File: config.mk
export PLATFORM = sky130hd
export DESIGN_NAME = pe_acc_stage
export DESIGN_NICKNAME = d
export VERILOG_FILES = /design/src/rtl/pe_acc_stage.sv
export SDC_FILE = /design/constraint.sdc
export NUM_CORES = 1
export LEC_CHECK = 0
export CAP_MARGIN = 15
export CORE_MARGIN = 10
export CORE_UTILIZATION = 40
export DETAILED_ROUTE_END_ITERATION = 7
export SLEW_MARGIN = 30
export SYNTH_ARGS = -nofsm -noshare
export SYNTH_HDL_FRONTEND = slang
export SYNTH_SLANG_ARGS = --single-unit
File: constraint.sdc
create_clock -name clk -period 8 [get_ports clk]
set_input_delay 1.6 -clock clk [delete_from_list [all_inputs] [get_ports clk]]
set_output_delay 1.6 -clock clk [all_outputs]
set_load 0.01 [all_outputs]
File: src/rtl/pe_acc_stage.sv
// Tile accumulator behind the PE adder tree: sums unsigned partial sums with
// saturation and hands the tile result to the result path over valid/ready.
module pe_acc_stage #(
    parameter int IN_WIDTH  = 30,
    parameter int ACC_WIDTH = 36,
    parameter int CNT_WIDTH = 8
) (
    input  logic                 clk,
    input  logic                 rst,
    input  logic                 in_valid,
    output logic                 in_ready,
    input  logic [IN_WIDTH-1:0]  in_data,
    input  logic                 in_last,
    output logic                 out_valid,
    input  logic                 out_ready,
    output logic [ACC_WIDTH-1:0] out_data,
    output logic [CNT_WIDTH-1:0] out_count,
    output logic                 out_sat
);

    typedef enum logic {
        ACC  = 1'b0,
        HOLD = 1'b1
    } state_e;

    // Returns {overflow, clamped}; the carry bit doubles as the saturation flag.
    function automatic logic [ACC_WIDTH:0] sat_clamp(input logic [ACC_WIDTH:0] wide);
        sat_clamp = wide[ACC_WIDTH] ? {1'b1, {ACC_WIDTH{1'b1}}} : wide;
    endfunction

    state_e               state_q, state_d;
    logic [ACC_WIDTH-1:0] acc_q, acc_d;
    logic [CNT_WIDTH-1:0] cnt_q, cnt_d;
    logic                 sat_sticky_q, sat_sticky_d;
    logic                 out_valid_q, out_valid_d;
    logic [ACC_WIDTH-1:0] out_data_q, out_data_d;
    logic [CNT_WIDTH-1:0] out_count_q, out_count_d;
    logic                 out_sat_q, out_sat_d;

    logic                 accept;
    logic [ACC_WIDTH:0]   sum_wide;
    logic [ACC_WIDTH:0]   sum_clamped;
    logic                 sat_now;
    logic [CNT_WIDTH-1:0] cnt_inc;

    // In HOLD the result is always valid, so both arms match !(out_valid && !out_ready).
    always_comb begin
        if (state_q == HOLD) begin
            in_ready = out_ready;
        end else begin
            in_ready = !(out_valid_q && !out_ready);
        end
    end

    assign accept      = in_valid && in_ready;
    assign sum_wide    = {1'b0, acc_q} + {{(ACC_WIDTH + 1 - IN_WIDTH){1'b0}}, in_data};
    assign sum_clamped = sat_clamp(sum_wide);
    assign sat_now     = sum_clamped[ACC_WIDTH];
    assign cnt_inc     = (cnt_q == {CNT_WIDTH{1'b1}}) ? cnt_q
                                                      : cnt_q + {{(CNT_WIDTH-1){1'b0}}, 1'b1};

    always_comb begin
        state_d = state_q;
        case (state_q)
            ACC:     if (out_valid_q && !out_ready) state_d = HOLD;
            HOLD:    if (out_ready)                 state_d = ACC;
            default: state_d = ACC;
        endcase
    end

    // in_data only reaches state through accept, so X on an idle bus stays out of acc.
    always_comb begin
        acc_d        = acc_q;
        cnt_d        = cnt_q;
        sat_sticky_d = sat_sticky_q;
        out_valid_d  = out_valid_q;
        out_data_d   = out_data_q;
        out_count_d  = out_count_q;
        out_sat_d    = out_sat_q;

        if (out_valid_q && out_ready) begin
            out_valid_d = 1'b0;
        end

        if (accept) begin
            if (in_last) begin
                out_valid_d  = 1'b1;
                out_data_d   = sum_clamped[ACC_WIDTH-1:0];
                out_count_d  = cnt_inc;
                out_sat_d    = sat_sticky_q | sat_now;
                acc_d        = '0;
                cnt_d        = '0;
                sat_sticky_d = 1'b0;
            end else begin
                acc_d        = sum_clamped[ACC_WIDTH-1:0];
                cnt_d        = cnt_inc;
                sat_sticky_d = sat_sticky_q | sat_now;
            end
        end
    end

    always_ff @(posedge clk or posedge rst) begin
        if (rst) begin
            state_q      <= ACC;
            acc_q        <= '0;
            cnt_q        <= '0;
            sat_sticky_q <= 1'b0;
            out_valid_q  <= 1'b0;
            out_data_q   <= '0;
            out_count_q  <= '0;
            out_sat_q    <= 1'b0;
        end else begin
            state_q      <= state_d;
            acc_q        <= acc_d;
            cnt_q        <= cnt_d;
            sat_sticky_q <= sat_sticky_d;
            out_valid_q  <= out_valid_d;
            out_data_q   <= out_data_d;
            out_count_q  <= out_count_d;
            out_sat_q    <= out_sat_d;
        end
    end

    assign out_valid = out_valid_q;
    assign out_data  = out_data_q;
    assign out_count = out_count_q;
    assign out_sat   = out_sat_q;

endmodule

**Word level (Yosys, flattened, before mapping)**

Cells that the tools add are included.

- Register bits after elaboration: 92
- Input port bits: 35

- $add $sub $neg: 2
- Equal/unequal tests: 1
- Muxes and demuxes: 12
- Bitwise logic cells: 2
- Reduce and logical (&&, ||, !) cells: 6

Operators with widths:

| cell | count |
|---|---|
| adder 36 x 30 -> 37 bit | 1 |
| 2-to-1 mux 37 bit | 1 |
| 2-to-1 mux 36 bit | 1 |
| 2-to-1 mux 8 bit | 2 |
| adder 8 x 1 -> 8 bit, second input constant | 1 |
| equality test 8 bit, second input constant | 1 |
| 2-to-1 mux 1 bit | 7 |
| logical AND 1 bit | 3 |
| logical NOT 1 bit | 2 |
| one-hot mux 1 bit (2 select lines) | 1 |
| AND reduction 2 bit | 1 |
| inverter 1 bit | 1 |
| OR 1 bit | 1 |

**Depth between registers and ports, before layout**

Gate-level depths: netlist (run 1).

- Depth after elaboration: 6
- Gate-level depth with buffers: 12

**Least setup slack after synthesis (run 1)**

OpenSTA, ideal clock, no wires.

- Kind: in2reg
- Start point: input in_data[4]
- End point: register acc_q[31]
- Setup time: 0.123 ns
- Arrival: 3.821 ns
- Setup slack: 4.056 ns
- Cell stages on the path: 10
- Path through: ha_1 > a21o_1 > a31oi_1 > a2111o_1 > a31oi_2 > o31a_4 > a2111oi_4 > or3b_4 > nor2_1 > o221a_1

- Cells in the longest elaborated chain, start to end: 3

Ends and longest elaborated chain:

| what | RTL line | text |
|---|---|---|
| start: declaration | 12 | `input logic [IN_WIDTH-1:0] in_data,` |
| adder 36 x 30 -> 37 bit | 56 | `assign sum_wide = {1'b0, acc_q} + {{(ACC_WIDTH + 1 - IN_WIDTH){1'b0}}, in_data};` |
| 2-to-1 mux 37 bit | 28 | `sat_clamp = wide[ACC_WIDTH] ? {1'b1, {ACC_WIDTH{1'b1}}} : wide;` |
| 2-to-1 mux 36 bit | 86 | `if (in_last) begin` |
| end signal: assignment | 105 | `acc_q <= '0;` |
| end signal: assignment | 114 | `acc_q <= acc_d;` |
| end: declaration | 32 | `logic [ACC_WIDTH-1:0] acc_q, acc_d;` |

Every way passes these cells.
A chain may end at the register's enable or synchronous reset.

**Worst setup path after layout (run 1)**

- Start point: input out_ready
- End point: output in_ready

- Cells in the longest elaborated chain, start to end: 4

Ends and longest elaborated chain:

| what | RTL line | text |
|---|---|---|
| start: declaration | 15 | `input logic out_ready,` |
| logical NOT 1 bit | 51 | `in_ready = !(out_valid_q && !out_ready);` |
| logical AND 1 bit | 51 |  |
| logical NOT 1 bit | 51 |  |
| 2-to-1 mux 1 bit (*) | 48 | `if (state_q == HOLD) begin` |
| end: declaration | 11 | `output logic in_ready,` |

Mark *: on every way between the ends. The rest lies on a longest branch, timed or not.

==> results of run 1 <==
critical path, cell delays in order:
cell,delay [ns]
clkdlybuf4s50_1,0.47
o21bai_1,0.25
clkdlybuf4s50_1,0.63
cells in the mapped netlist, drive strengths merged (2+ instances only):
cell type,instances
buf,8
nand4,6
mux2i,3
xnor2,20
a31o,4
o31ai,4
o21ai,84
nor3,5
and3,10
nand2b,4
a211oi,7
and2,4
and4,2
dfrtp,92
nand3,9
o211ai,2
inv,8
or2,2
o21a,4
a31oi,21
o21bai,6
a21boi,2
ha,31
nor3b,2
a221oi,2
nand4b,2
nor2,57
clkbuf,26
nor2b,3
xor2,15
a21o,19
nand2,86
a21oi,41
layout by cell type, fill, tap and decap left out, types with 3 or more instances in the layout:
cell type	Yosys	final
o21bai_1	6	6
a211oi_1	6	6
o21a_1	4	4
inv_1	8	7
xor2_1	15	15
mux2i_1	3	3
a21o_1	19	19
ha_1	31	31
nand2_1	85	84
nand2b_1	4	4
nor2b_1	3	3
nor2_1	57	57
nand3_1	9	9
clkdlybuf4s50_1	0	81
a31o_2	4	4
and2_1	4	4
nor3_1	4	4
nand4_1	6	6
o21ai_0	69	69
clkbuf_16	0	9
o21ai_1	15	15
dfrtp_1	92	92
o31ai_1	4	4
xnor2_1	20	20
buf_4	0	4
a31oi_1	19	19
a21oi_1	40	40
and3_1	10	10
kinds of logic (layout without fill, tap and decap cells):
logic type                 Yosys count  after routing  synth area share
muxes                                4              4           0.00766
adders and majority gates           32             32            0.0757
xor gates and xnor gates            35             35            0.0569
DFF                                 92             92             0.427
AOI/OAI and AO/OA                  204            204             0.234
buffers and inverters               42            109            0.0309
and+or+nand+nor                    197            197             0.167
metrics by stage:
step           power [mW]  utilization
5_1_grt              2.46        0.498
3_5_place_dp         1.88        0.477
6_report             2.26        0.498
2_1_floorplan        1.49            -
3_3_place_gp         1.86        0.477
4_1_cts              2.29        0.498
sequential cells by signal, indices dropped and copies added, names as in the netlist:
name and count:
sat_sticky_q 1, out_count 8, out_sat 1, cnt_q 8, state_q 1, out_data 36, out_valid 1, acc_q 36
area by class of cell:
cell class	count	area, sq um	area share
Clock buffer	12	246	0.0374
Clock inverter	4	25.0	0.00380
Inverter	8	32.5	0.00494
Multi-Input combinational cell	472	2920	0.444
Sequential cell	92	2300	0.349
Tap cell	176	220	0.0334
Timing Repair Buffer	85	841	0.128
worst paths after layout:
path                                          from                        to  slack (ns)  cells after the start
max                                      out_ready                  in_ready        3.44                      3
min in group asynchronous                      rst     acc_q[35]$_DFFE_PP0P_        1.70                      2
max reg2reg                   acc_q[4]$_DFFE_PP0P_  out_data[31]$_DFFE_PP0P_        4.87                     10
max in group asynchronous                      rst     acc_q[13]$_DFFE_PP0P_        5.28                      3
min                        out_data[5]$_DFFE_PP0P_   out_data[5]$_DFFE_PP0P_        0.47                      2
min reg2reg                out_data[5]$_DFFE_PP0P_   out_data[5]$_DFFE_PP0P_        0.47                      2
metal layers:
| metal | vias up | track usage | wire length (microns) |
|---|---|---|---|
| met4 | 0 | 0.0503 | 161 |
| met5 | - | 0 | 0 |
| li1 | 2279 | - | - |
| met2 | 97 | 0.249 | 6430 |
| met1 | 2164 | 0.204 | 6620 |
| met3 | 10 | 0.0325 | 712 |
where the power goes:
group | internal (mW) | total, mW | switching [mW]
combinational | 0.525 | 1.14 | 0.616
clock | 0.218 | 0.395 | 0.176
sequential | 0.624 | 0.726 | 0.102
total | 1.37 | 2.26 | 0.894
==> impl_metrics.sql, run 1 <==
INSERT INTO impl_metrics (metric_group, metric, value, unit) VALUES
('final_layout', 'final_cell_area', '0.00659', 'sq mm'),
('sta', 'skew', '0.00726', 'ns'),
('job', 'timing.max_cap.violations', '0', ''),
('clock_tree', 'num_cts_buffers', '9', ''),
('floorplan', 'floorplan.initialDensity', '0.407', ''),
('placed_design', 'placement.cell_area', '0.00632', 'sq mm'),
('clock_tree', 'cts_max_level', '3', ''),
('final_layout', 'drive_gt1_frac', '0.0550', ''),
('clock_tree', 'clk_transition_reported_paths', '0.06', 'ns'),
('placed_design', 'gpl.final_weighted_congestion', '0.870', ''),
('floorplan', 'die_w', '136', 'microns'),
('routing', 'viasPerCell', '5.36', ''),
('global_routing', 'grt_first_pass_wirelength', '23.4', 'mm'),
('sta', 'report.final.setup_viol', '0', ''),
('synthesis', 'ys_dominant_reg_cell', 'dfrtp_1', ''),
('synthesis', 'synth_nets', '673', ''),
('sta', 'slew_violations', '0', ''),
('power_and_ir_drop', 'vdd_drop_max', '0.161', 'mV'),
('routing', 'vias', '4550', ''),
('clock_tree', 'cts_post_setup_buffers_inserted', '0', ''),
('floorplan', 'rows', '42', ''),
('final_layout', 'final_nets', '735', ''),
('global_routing', 'grt.overflow.total', '0', ''),
('synthesis', 'yosys.cell_types.count', '55', ''),
('sta', 'fin_ws', '3.44', 'ns'),
('floorplan', 'die-area', '0.0185', 'sq mm'),
('sta', 'clock.fmax', '0.219', 'GHz'),
('final_layout', 'syn_to_final_growth', '22.3', '%'),
('synthesis', 'postSynthRegisterBits', '92', ''),
('clock_tree', 'clk-insertion-delay-late', '0.34', 'ns'),
('setup_path', 'critical_path_arrival', '2.96', 'ns'),
('sta', 'whs', '0.475', 'ns'),
('synthesis', 'synth_top_area_frac', '0.427', ''),
('clock_tree', 'hold_buffers', '0', ''),
('setup_path', 'end_kind', 'output port', ''),
('synthesis', 'synth_cells', '606', ''),
('clock_tree', 'post_cts_resize_count', '0', ''),
('synthesis', 'synth_warnings', '0', ''),
('routing', 'routed_wirelength', '13.9', 'mm'),
('global_routing', 'grt.total_usage', '0.155', ''),
('synthesis', 'synth_largest_area_cell', 'dfrtp_1', ''),
('floorplan', 'core_area', '0.0132', 'sq mm'),
('sta', 'final.period_utilization', '0.570', ''),
('placed_design', 'dpl.cell_count', '833', ''),
('global_routing', 'grt_max_degree', '80', ''),
('final_layout', 'n_antenna_cell', '0', ''),
('power_and_ir_drop', 'cellLeakagePower', '2.94', 'nW'),
('routing', 'drc_errors', '0', ''),
('routing', 'drt_pass1_iterations', '4', ''),
('synthesis', 'synth-async-reset-ratio', '1.00', ''),
('global_routing', 'antenna_found_initial', '0', ''),
('routing', 'drt_iter0_markers', '283', ''),
('sta', 'setup-tns-final', '0', 'ns'),
('sta', 'grt_setup_unrepaired', 'false', ''),
('final_layout', 'fillers', '1294', ''),
('final_layout', 'post_layout_nonfiller_instances', '849', ''),
('clock_tree', 'clock_tree_from_tritoncts', 'done', ''),
('placed_design', 'place_hpwl', '10.1', 'mm'),
('routing', 'routed_len_inst', '16.4', 'microns'),
('power_and_ir_drop', 'cellPowerDensity', '343', 'mW/mm^2'),
('synthesis', 'syn-cell-area', '0.00539', 'sq mm'),
('clock_tree', 'cts_num_sinks', '92', ''),
('sta', 'timing.final.crit_period', '4.56', 'ns'),
('setup_path', 'worstSetupStartpointType', 'input pin', ''),
('sta', 'worst_relative_slew_slack', '0.385', ''),
('clock_tree', 'ctsLongestPathBuffers', '2', ''),
('setup_path', 'crit_path_max_fanout', '5', ''),
('global_routing', 'number_of_global_route_vias_before_repair', '4550', ''),
('placed_design', 'port_buffers', '81', ''),
('sta', 'hold_violations', '0', ''),
('synthesis', 'yosysSeqAreaShare', '0.427', ''),
('synthesis', 'synth.avg_cell_area', '8.89', 'sq um'),
('floorplan', 'die-height', '136', 'microns'),
('placed_design', 'placement.setup.worst_slack', '2.99', 'ns'),
('floorplan', 'ios', '82', ''),
('setup_path', 'cp.required', '6.40', 'ns'),
('synthesis', 'synth-edff-count', '0', ''),
('clock_tree', 'clockRootBuffer', 'clkbuf_16', ''),
('routing', 'postRouteAntennaNets', '0', ''),
('run_status', 'status', 'complete, no violations', ''),
('sta', 'worst_slew_pin_slew', '0.923', 'ns'),
('worst_hold_path', 'hold_class', 'reg -> reg', ''),
('setup_path', 'criticalPathCategory', 'in -> out', ''),
('synthesis', 'cell_types_with_the_largest_area_share_after_synthesis', 'dfrtp_1 (43%), ha_1 (7.2%), o21ai_0 (6.4%)', '');
Note: power is estimated with default switching activity, not from simulation.
==> run 2: changes to the inputs <==
clock period = 4.8 ns   (was 8 ns; I/O delays follow)
==> impl_metrics.sql, run 2 (same netlist as run 1, synthesis figures left out) <==
INSERT INTO impl_metrics (metric_group, metric, value, unit) VALUES
('run_status', 'status', 'complete, no violations', ''),
('worst_hold_path', 'worstHoldStart', 'out_data[7]$_DFFE_PP0P_', ''),
('setup_path', 'rrSetupSlack', '1.81', 'ns'),
('final_layout', 'seqCellArea', '0.00230', 'sq mm'),
('floorplan', 'core_area', '0.0132', 'sq mm'),
('routing', 'routed_len_inst', '16.2', 'microns'),
('clock_tree', 'hold_buffers', '0', ''),
('final_layout', 'multi_input_comb_area', '0.00292', 'sq mm'),
('worst_hold_path', 'hold_class', 'reg -> reg', ''),
('final_layout', 'n_antenna_cell', '0', ''),
('sta', 'grt_setup_unrepaired', 'false', ''),
('power_and_ir_drop', 'power_frac_comb', '0.497', ''),
('setup_path', 'worst_r2r_endpoint', 'out_data[31]$_DFFE_PP0P_', ''),
('setup_path', 'crit_path_max_fanout', '10', ''),
('final_layout', 'syn_to_final_growth', '23.6', '%'),
('floorplan', 'die-height', '136', 'microns'),
('sta', 'setup-tns-final', '0', 'ns'),
('global_routing', 'grt.total_usage', '0.154', ''),
('sta', 'hold_violations', '0', ''),
('clock_tree', 'clk_transition_reported_paths', '0.07', 'ns'),
('routing', 'drt_iter0_markers', '296', ''),
('placed_design', 'gpl.final_weighted_congestion', '0.887', ''),
('power_and_ir_drop', 'power.share.clock', '0.191', ''),
('final_layout', 'final_nets', '740', ''),
('floorplan', 'floorplan.initialDensity', '0.407', ''),
('floorplan', 'ios', '82', ''),
('global_routing', 'grt_first_pass_wirelength', '23.2', 'mm'),
('sta', 'report.final.setup_viol', '0', ''),
('final_layout', 'drive_gt1_frac', '0.0634', ''),
('clock_tree', 'clock_tree_from_tritoncts', 'done', ''),
('clock_tree', 'ctsLongestPathBuffers', '2', ''),
('floorplan', 'rows', '42', ''),
('sta', 'slew_violations', '0', ''),
('clock_tree', 'cts_max_level', '3', ''),
('power_and_ir_drop', 'part_of_the_total_power_dissipated_in_sequential_elements', '0.311', ''),
('setup_path', 'origin_of_the_critical_flop_to_flop_path', 'acc_q[4]$_DFFE_PP0P_', ''),
('job', 'timing.max_cap.violations', '0', ''),
('worst_hold_path', 'hold-path-cell-count', '2', ''),
('routing', 'drc_errors', '0', ''),
('sta', 'clock.fmax', '0.274', 'GHz'),
('routing', 'viasPerCell', '5.34', ''),
('setup_path', 'critical_path_arrival', '3.93', 'ns'),
('power_and_ir_drop', 'cellPowerDensity', '580', 'mW/mm^2'),
('routing', 'postRouteAntennaNets', '0', ''),
('clock_tree', 'clk-insertion-delay-late', '0.36', 'ns'),
('setup_path', 'end_kind', 'flop', ''),
('setup_path', 'worstSetupStartpointType', 'input pin', ''),
('power_and_ir_drop', 'p_sw', '1.52', 'mW'),
('global_routing', 'antenna_found_initial', '0', ''),
('setup_path', 'criticalPathCategory', 'in -> reg', ''),
('power_and_ir_drop', 'intPower', '2.34', 'mW'),
('sta', 'timing.final.crit_period', '3.65', 'ns'),
('clock_tree', 'post_cts_resize_count', '0', ''),
('global_routing', 'grt_max_degree', '60', ''),
('floorplan', 'die_w', '136', 'microns'),
('power_and_ir_drop', 'swShare', '0.394', ''),
('clock_tree', 'cts_num_sinks', '92', ''),
('setup_path', 'worst-r2r-cell-count', '10', ''),
('clock_tree', 'clockRootBuffer', 'clkbuf_16', ''),
('routing', 'vias', '4559', ''),
('sta', 'worst_relative_slew_slack', '0.428', ''),
('sta', 'worst_slew_pin_slew', '0.859', 'ns'),
('final_layout', 'layout.cells.most_common', 'dfrtp_1', ''),
('routing', 'drt_pass1_iterations', '4', ''),
('worst_hold_path', 'whs_endpoint', 'out_data[7]$_DFFE_PP0P_', ''),
('routing', 'routed_wirelength', '13.8', 'mm'),
('global_routing', 'number_of_global_route_vias_before_repair', '4597', ''),
('clock_tree', 'num_cts_buffers', '9', ''),
('power_and_ir_drop', 'vdd_drop_max', '0.279', 'mV'),
('placed_design', 'port_buffers', '81', ''),
('sta', 'skew', '0.00892', 'ns'),
('floorplan', 'die-area', '0.0185', 'sq mm'),
('sta', 'final.period_utilization', '0.761', ''),
('final_layout', 'layout.cells.most_common_list', 'dfrtp_1 (92), nand2_1 (84), clkdlybuf4s50_1 (81)', ''),
('clock_tree', 'cts_post_setup_buffers_inserted', '0', ''),
('final_layout', 'fillers', '1275', ''),
('global_routing', 'grt.overflow.total', '0', ''),
('setup_path', 'cp.required', '5.08', 'ns'),
('placed_design', 'place_hpwl', '10.2', 'mm'),
('power_and_ir_drop', 'power', '3.86', 'mW'),
('power_and_ir_drop', 'cellLeakagePower', '2.99', 'nW');
==> run 2: power groups by stage <==
stage	clock, mW	sequential [mW]	combinational (mW)
after floorplan	0	1.25	1.24
after global placement	0	1.21	1.90
after detailed placement	0	1.22	1.93
after CTS	0.758	1.20	1.94
after global routing	0.790	1.24	2.16
final	0.740	1.20	1.92
==> run 2: worst max path at each step <==
| stage | start | slack [ns] | to |
|---|---|---|---|
| final | in_data[0] | 1.15 | out_data[32]$_DFFE_PP0P_ |
| after global placement | in_data[10] | 0.89 | acc_q[31]$_DFFE_PP0P_ |
| after floorplan | rst | 1.45 | acc_q[0]$_DFFE_PP0P_ |
| after global routing | in_data[0] | 0.87 | out_data[34]$_DFFE_PP0P_ |
| after CTS | in_data[0] | 1.15 | out_data[32]$_DFFE_PP0P_ |
| after detailed placement | in_data[0] | 0.81 | out_data[32]$_DFFE_PP0P_ |
==> run 2: per-stage QoR <==
step	hold WS (ns)	cell area, sq um	cells	setup WS [ns]	util
finish	0.479	6660	854	1.15	0.503
detailed placement	0.473	6350	838	0.808	0.480
floorplan	0.453	5390	606	1.45	-
global route	0.510	6660	854	0.874	0.503
CTS	0.488	6660	854	1.15	0.503
global placement	0.460	6350	838	0.886	0.480
==> run 2: area by class of cell <==
class / count / area share
Clock buffer: 10 / 0.0359
Clock inverter: 6 / 0.0103
Inverter: 8 / 0.00469
Multi-Input combinational cell: 472 / 0.439
Sequential cell: 92 / 0.346
Tap cell: 176 / 0.0331
Timing Repair Buffer: 90 / 0.132
==> run 2: routing by layer <==
metal	vias up	track usage	wire (microns)
met5	-	0	0
met4	0	0.0373	153
met3	11	0.0454	803
met2	105	0.245	6400
met1	2157	0.201	6440
li1	2286	-	-
==> run 2: worst max-delay path, cell delays in order <==
cell and delay, ns:
clkdlybuf4s50_1 0.48, ha_1 0.19, fa_1 0.21, a21oi_1 0.09, nand4b_1 0.22, a31oi_2 0.34, o21a_1 0.22, nor2_1 0.05
o21ai_1 0.27, a21o_1 0.37, mux2_2 0.38, nor3_1 0.15
